<file path="config.mk">
export PLATFORM = sky130hd
export DESIGN_NAME = uart_cmd_rx
export DESIGN_NICKNAME = d
export VERILOG_FILES = /design/src/rtl/uart_pkg.sv /design/src/rtl/uart_rx_byte.sv /design/src/rtl/uart_cmd_rx.sv
export SDC_FILE = /design/constraint.sdc
export NUM_CORES = 1
export LEC_CHECK = 0
export BUFFER_PORTS_ARGS = -buffer_cell sky130_fd_sc_hd__buf_2
export CELL_PAD_IN_SITES_DETAIL_PLACEMENT = 0
export CELL_PAD_IN_SITES_GLOBAL_PLACEMENT = 1
export CORE_MARGIN = 3
export CORE_UTILIZATION = 45
export DETAILED_ROUTE_END_ITERATION = 10
export GPL_ROUTABILITY_DRIVEN = 0
export PLACE_DENSITY_LB_ADDON = 0.1
export SKIP_CTS_REPAIR_TIMING = 1
export SLEW_MARGIN = 20
export SYNTH_ARGS = -nofsm -noshare
export SYNTH_HDL_FRONTEND = slang
export SYNTH_SLANG_ARGS = --single-unit
</file>
<file path="constraint.sdc">
create_clock -name clk -period 2.3 [get_ports clk]
set_input_delay 0 -clock clk [delete_from_list [all_inputs] [get_ports clk]]
set_output_delay 0 -clock clk [all_outputs]
set_load 0.005 [all_outputs]
</file>
<file path="src/rtl/uart_pkg.sv">
// Shared UART definitions: bit timing defaults and the TX/RX state types.
package uart_pkg;

    localparam int BAUD_DIV = 109;
    localparam int HALF_BIT = 54;
    localparam int TIMEOUT  = 2048;

    typedef enum logic [1:0] {TX_IDLE, TX_START, TX_DATA, TX_STOP} tx_state_t;
    typedef enum logic [1:0] {IDLE, START, DATA, STOP} rx_state_t;

    // Places a received byte into the cmd field chosen by the byte index.
    function automatic logic [23:0] cmd_insert(input logic [23:0] cur,
                                               input logic [1:0]  idx,
                                               input logic [7:0]  b);
        logic [23:0] r;
        r = cur;
        case (idx)
            2'd0:    r[23:16] = b;
            2'd1:    r[15:8]  = b;
            default: r[7:0]   = b;
        endcase
        return r;
    endfunction

endpackage

</file>
<file path="src/rtl/uart_rx_byte.sv">
// 8N1 byte receiver: synchronizer, edge detect, mid-bit sampling FSM.
// Strobes are combinational from the sample cycle; the parent registers them.
module uart_rx_byte
    import uart_pkg::*;
#(
    parameter int BAUD = BAUD_DIV,
    parameter int HALF = HALF_BIT
) (
    input  logic       clk,
    input  logic       rst_n,
    input  logic       rx,
    output logic [7:0] rx_data,
    output logic       rx_valid,
    output logic       rx_frm_err,
    output logic       rx_edge,
    output logic       rx_start,
    output logic       rx_idle
);

    localparam int CW = $clog2(BAUD);

    logic [2:0]    sync;
    logic          line;
    rx_state_t     state, state_nxt;
    logic [CW-1:0] baud_cnt;
    logic [2:0]    bit_cnt;
    logic [7:0]    shreg;
    logic          samp;

    always_ff @(posedge clk or negedge rst_n) begin
        if (!rst_n) sync <= 3'b111;
        else        sync <= {sync[1:0], rx};
    end

    assign line    = sync[1];
    assign rx_edge = (state == IDLE) && sync[2] && !sync[1];
    assign rx_idle = (state == IDLE);
    assign rx_data = shreg;

    always_ff @(posedge clk or negedge rst_n) begin
        if (!rst_n) state <= IDLE;
        else        state <= state_nxt;
    end

    always_comb begin
        state_nxt  = state;
        samp       = 1'b0;
        rx_valid   = 1'b0;
        rx_frm_err = 1'b0;
        rx_start   = 1'b0;
        case (state)
            IDLE: if (rx_edge) state_nxt = START;
            START: if (baud_cnt == CW'(HALF - 1)) begin
                samp = 1'b1;
                if (!line) begin
                    state_nxt = DATA;
                    rx_start  = 1'b1;
                end else begin
                    state_nxt = IDLE;
                end
            end
            DATA: if (baud_cnt == CW'(BAUD - 1)) begin
                samp = 1'b1;
                if (bit_cnt == 3'd7) state_nxt = STOP;
            end
            STOP: if (baud_cnt == CW'(BAUD - 1)) begin
                // Return to IDLE mid stop bit so a back-to-back start edge is seen.
                samp       = 1'b1;
                rx_valid   = line;
                rx_frm_err = !line;
                state_nxt  = IDLE;
            end
            default: state_nxt = IDLE;
        endcase
    end

    always_ff @(posedge clk or negedge rst_n) begin
        if (!rst_n) begin
            baud_cnt <= '0;
            bit_cnt  <= '0;
            shreg    <= '0;
        end else begin
            if (state == IDLE) begin
                baud_cnt <= '0;
                bit_cnt  <= '0;
            end else if (samp) begin
                baud_cnt <= '0;
            end else begin
                baud_cnt <= baud_cnt + 1'b1;
            end
            if (state == DATA && samp) begin
                shreg   <= {line, shreg[7:1]};
                bit_cnt <= bit_cnt + 1'b1;
            end
        end
    end

endmodule

</file>
<file path="src/rtl/uart_cmd_rx.sv">
// Assembles three received bytes into a 24-bit command with ready/ack
// handshake, frame-error reporting and partial-command timeout.
module uart_cmd_rx
    import uart_pkg::*;
#(
    parameter int BAUD = BAUD_DIV,
    parameter int HALF = HALF_BIT,
    parameter int TMO  = TIMEOUT
) (
    input  logic        clk,
    input  logic        rst_n,
    input  logic        RX,
    input  logic        clr_cmd_rdy,
    output logic [23:0] cmd,
    output logic        cmd_rdy,
    output logic        frm_err
);

    localparam int TW = $clog2(TMO);

    logic [7:0]    rx_data;
    logic          rx_valid, rx_frm_err, rx_edge, rx_start, rx_idle;
    logic [1:0]    byte_cnt;
    logic [TW-1:0] tmo_cnt;
    logic          tmo_run, tmo_hit, set_rdy;

    uart_rx_byte #(.BAUD(BAUD), .HALF(HALF)) u_rx (
        .clk        (clk),
        .rst_n      (rst_n),
        .rx         (RX),
        .rx_data    (rx_data),
        .rx_valid   (rx_valid),
        .rx_frm_err (rx_frm_err),
        .rx_edge    (rx_edge),
        .rx_start   (rx_start),
        .rx_idle    (rx_idle)
    );

    assign tmo_run = (byte_cnt != 2'd0) && rx_idle && !rx_edge;
    assign tmo_hit = tmo_run && (tmo_cnt == TW'(TMO - 1));
    assign set_rdy = rx_valid && (byte_cnt == 2'd2);

    always_ff @(posedge clk or negedge rst_n) begin
        if (!rst_n) begin
            byte_cnt <= 2'd0;
            cmd      <= '0;
        end else if (rx_frm_err) begin
            byte_cnt <= 2'd0;
        end else if (rx_valid) begin
            cmd      <= cmd_insert(cmd, byte_cnt, rx_data);
            byte_cnt <= (byte_cnt == 2'd2) ? 2'd0 : byte_cnt + 2'd1;
        end else if (tmo_hit) begin
            byte_cnt <= 2'd0;
        end
    end

    always_ff @(posedge clk or negedge rst_n) begin
        if (!rst_n)             tmo_cnt <= '0;
        else if (!tmo_run)      tmo_cnt <= '0;
        else if (tmo_hit)       tmo_cnt <= '0;
        else                    tmo_cnt <= tmo_cnt + 1'b1;
    end

    // Set has priority over both clear sources.
    always_ff @(posedge clk or negedge rst_n) begin
        if (!rst_n) begin
            cmd_rdy <= 1'b0;
            frm_err <= 1'b0;
        end else begin
            frm_err <= rx_frm_err;
            if (set_rdy)                       cmd_rdy <= 1'b1;
            else if (clr_cmd_rdy || rx_start)  cmd_rdy <= 1'b0;
        end
    end

endmodule

</file>
; ---- Yosys cells after proc, flatten, opt, wreduce, memory -nomap -nowiden
; Cells that the tools add are included.
[classes]
n_eq_ne = 14
n_reduce_logical = 22
mux = 29
bitwise = 2
add_sub_neg = 4
[ops]
columns = cell, count
row1 = 11-bit 2-to-1 mux, 2
row2 = 2-bit 2-to-1 mux, 10
row3 = 7-bit 2-to-1 mux, 2
row4 = "11-bit by 1-bit adder with 11-bit output, second input constant", 1
row5 = "11-bit equality test, second input constant", 1
row6 = 1-bit 2-to-1 mux, 11
row7 = 3-bit AND reduction, 3
row8 = "2-bit by 1-bit inequality test with 1-bit output, second input constant", 4
row9 = 2-bit one-hot mux with 4 select lines, 1
row10 = "7-bit by 1-bit adder with 7-bit output, second input constant", 1
row11 = "7-bit by 6-bit equality test with 1-bit output, second input constant", 1
row12 = "7-bit equality test, second input constant", 1
row13 = 1-bit logical AND, 7
row14 = "2-bit equality test, second input constant", 3
row15 = 3-bit 2-to-1 mux, 2
row16 = 2-bit nonzero test, 3
row17 = 5-bit AND reduction, 1
row18 = "2-bit by 1-bit equality test with 1-bit output, second input constant", 2
row19 = 2-bit logical NOT, 2
row20 = 2-bit OR reduction, 2
row21 = "3-bit by 1-bit adder with 3-bit output, second input constant", 1
row22 = "3-bit equality test, second input constant", 1
row23 = 3-bit nonzero test, 1
row24 = "2-bit by 1-bit adder with 2-bit output, second input constant", 1
row25 = 5 further kinds, 7
[word_totals]
wordCells = 83
reg_bits = 62
output_inout_bits = 26
in_bits = 4

; ---- Depth between registers and ports, before layout
[depth]
word_depth = 9
mapped_depth = 6

; ---- Cells and area by module
; From an unflattened synthesis, not the netlist that was laid out.
[unflattened]
hier_cells = 212
hier_area_um2 = 2703.8
[by_module_without_submodules]
columns = module, n_inst, cells_per_inst, seq_area_each_um2, area_per_inst_um2
row1 = uart_cmd_rx, 1, 117, 975.9, 1584.0
row2 = uart_rx_byte, 1, 95, 579.3, 1119.8

; ---- Worst setup path after synthesis
; OpenSTA, ideal clock, no wires.
[synth_path]
path_type = register to register
start = register u_rx.baud_cnt[0]
end = register u_rx.shreg[0], in the netlist u_rx.rx_data[0]
setup_slack_ps = 568
path_buffers = 0
arrival_time_ps = 1608
stages_incl_launch_ff = 7
synth_period_minus_slack_ps = 1732
path_cell_list = dfrtp_1 > inv_1 > ha_1 > and4b_1 > nand3_2 > nor2_4 > mux2_2
[synth_via]
elab_chain_cells = 4
word_cells_on_any_way = 6
[synth_rtl]
columns = item, line_no
row1 = "start, declared", uart_rx_byte.sv:25  ; logic [CW-1:0] baud_cnt;
row2 = "start signal, assigned", uart_rx_byte.sv:89  ; baud_cnt <= baud_cnt + 1'b1;
row3 = 7-bit equality test / 7-bit by 6-bit equality test with 1-bit output (equally long branches), "uart_rx_byte.sv:62, uart_rx_byte.sv:66, uart_rx_byte.sv:53"
row4 = 1-bit 2-to-1 mux (on tied branches), "uart_rx_byte.sv:62, uart_rx_byte.sv:66, uart_rx_byte.sv:53"
row5 = 1-bit one-hot mux with 2 select lines (*), uart_rx_byte.sv:51  ; case (state)
row6 = 1-bit logical AND (*), uart_rx_byte.sv:91  ; if (state == DATA && samp) begin
row7 = "end signal, assigned", uart_rx_byte.sv:92  ; shreg <= {line, shreg[7:1]};
row8 = "end, declared", uart_rx_byte.sv:27  ; logic [7:0] shreg;
; Every way passes the cells marked *; elsewhere a longest branch is shown, timed or not.
; A chain may end at the register's enable or synchronous reset.

; ---- Worst setup path after layout
[layout_path]
start = register u_rx.baud_cnt[0]
end = register u_rx.shreg[6], in the netlist u_rx.rx_data[6]
; The elaborated chain is that of the path after synthesis.

==> run metrics <==
total number of vias=1679; Mapped Area=2660 sq um; Avg Inst Size Synth=13.2 sq um; PortBufs=29; placed cells=301; VDD IR max=0.408 mV; PD cells=853 nW/um^2; Post-synth EDFFs=0; # setup viols final=0; final core occ=56.5%; Hold WC Path Type=in -> async; DRC violations left=0; sequential area share after synthesis=58.4%; warning count from the yosys run=0; I/O pin cnt=30; post-synthesis register bit count=62; vias in the first global route=1752; Pleak=1.58 nW; worst setup margin=390 ps; die footprint=6880 sq um; number of CTS-inserted buffers=9; Post-Layout Cell Count=320; Layout area overhead=19.0%; chip width=82.9 microns; clk_skew=10.1 ps; fmax=523 MHz; Unique masters post-synth=38; share of the synthesized area in the top cell type=55.5%; CP startpoint kind=flop; RR Endpoint=u_rx.rx_data[6]; antenna violations before repair=0; Hold Fails Final Rpt=0; core area=5610 sq um; status=finished clean; Multi-input gate area=1060 sq um; CTS root buffer=clkbuf_8; fin crit share=83.1%; Synth area leader=dfrtp_1; num rows=27; H-tree lvl count=3; ys async rst share=100%; ratio of cells with drive above 1 in the final layout=37.5%; CP Max Fanout=8; number of vias per cell=5.25; TritonCTS clock tree=done; Required @ worst endpoint=2510 ps; Skew-Pair Late Insertion Delay=330 ps; gr usage total=15.4%; setup tns final=0 ps; first-pass GRT wire length=8.40 mm; Nets=253; fillers=479; post-synthesis cell count=202; die extent in y=82.9 microns; minimum clock period=1910 ps; grt ovf=0; FF-to-FF Start=u_rx.baud_cnt[0]; Sink Count=62; worst slew pin tran=820 ps; register area=1560 sq um; ranking of synthesized cells by area=dfrtp_1 (55%), mux2_2 (14%), nor2_1 (3.2%), dfstp_2 (3.0%), ha_1 (2.8%); Pins Over Slew Limit=0; max_slew headroom=45.3%; slack of the worst reg-to-reg path=390 ps; RSZ-0062 raised after global routing=no; Data arrival, critical path=2120 ps; CTS max path bufs=2; Total Wirelength=4.75 mm; WS Path Type=reg -> reg; FF-to-FF path depth=6; total of max-cap violations=0; Synth Net Count=212; # diodes=0; Setup WS pre-CTS=400 ps; Worst Setup End Kind=flop; total iterations of the first detailed-routing run=5; iteration-0 DRC count of the detailed router=47; largest net degree at the start of global routing=39; Initial Utilization=47.5%; antenna-violating nets left=0; clk slew on worst S/H paths=70 ps; dpl hpwl=3.39 mm; ys flop type=dfrtp_1; wire per inst=14.8 microns
state kept, by name, summed over array words and instances, names as in the netlist, named ones only:
name,count
byte_cnt,2
cmd,24
cmd_rdy,1
frm_err,1
tmo_cnt,11
u_rx.baud_cnt,7
u_rx.bit_cnt,3
u_rx.rx_data,8
u_rx.state,1
u_rx.sync,3
routing by layer:
layer,track usage (%),vias up,share of wire [%]
li1,-,787,-
met1,19.8,858,45
met2,24.4,32,51
met3,3.57,2,3.1
met4,7.28,0,0.61
met5,0,-,0
how the worst max path moves through the flow:
| stage | from | endpoint | slack, ps | depth (start not counted) |
|---|---|---|---|---|
| 2_1_floorplan | u_rx.baud_cnt[0] | u_rx.rx_data[0] | 570 | 6 |
| 3_3_place_gp | u_rx.baud_cnt[0] | u_rx.rx_data[0] | 460 | 6 |
| 3_5_place_dp | u_rx.baud_cnt[0] | u_rx.rx_data[6] | 400 | 6 |
| 4_1_cts | u_rx.baud_cnt[0] | u_rx.rx_data[7] | 380 | 6 |
| 5_1_grt | u_rx.baud_cnt[0] | u_rx.rx_data[6] | 250 | 6 |
| 6_report | u_rx.baud_cnt[0] | u_rx.rx_data[6] | 390 | 6 |
worst max-delay path, stage by stage (launching register included):
cell	delay, ps
dfrtp_1	430
inv_1	80
ha_1	130
and4b_1	290
nand3_2	210
nor2_4	290
mux2_2	370
report_power, final:
group          internal [mW]  switching, mW  total [mW]
Combinational          0.123          0.135       0.258
Sequential              1.17          0.129        1.29
Clock                  0.747          0.404        1.15
cell usage in the layout, fill, tap and decap left out, types with 2 or more instances in the layout:
cell type      netlist  layout
a22o_1               4       4
and4_1               2       2
buf_2                2      29
buf_4                1       2
bufinv_16            0       3
clkbuf_8             0      10
clkinv_2             0       2
dfrtp_1             59      59
dfstp_2              3       3
dlygate4sd3_1        0       3
ha_1                 6       6
inv_1                6       6
mux2_2              32      32
nand2_1             12      12
nand3_1              7       7
nand3_4              2       2
nand4_1              2       2
nor2_1              23      23
nor2b_1              3       3
nor3b_1              2       2
nor4_1               2       2
o211ai_1             2       2
xnor2_1              8       8
xor2_1               6       6
area by class of cell:
cell class                      count  area share [%]
Multi-Input combinational cell    130            33.6
Timing Repair Buffer               34            6.00
Tap cell                           72            2.84
Clock buffer                       10            4.34
Clock inverter                      6            3.44
Sequential cell                    62            49.1
Inverter                            6           0.711
cells by family after synthesis:
group / Yosys count / share of synthesized area, %
AND/OR/NAND/NOR: 66 / 14.5
XOR/XNOR: 14 / 4.61
adder cells (fa/ha/maj): 6 / 2.82
AO/OA/AOI/OAI: 11 / 3.62
buffers and inverters: 10 / 1.64
flip-flops: 62 / 58.4
multiplexers: 33 / 14.4
synth_stat cells, types with 2 or more instances:
library cell and instances:
xor2_1 6, inv_1 6, o211ai_1 2, nand3_4 2, buf_2 2, nor3b_1 2, ha_1 6, nand4_1 2
dfstp_2 3, a22o_1 4, nand3_1 7, nand2_1 12, and4_1 2, dfrtp_1 59, xnor2_1 8, nor4_1 2
nor2b_1 3, mux2_2 32, nor2_1 23
per-stage QoR:
stage / total power, mW / instance area, sq um / hold WS (ps)
2_1_floorplan: 1.48 / 2660 / -296
5_1_grt: 2.86 / 3170 / 322
3_3_place_gp: 1.55 / 2890 / 107
4_1_cts: 2.74 / 3140 / -240
6_report: 2.70 / 3170 / 305
3_5_place_dp: 1.57 / 2890 / 110
(Power assumes the default switching activity.)
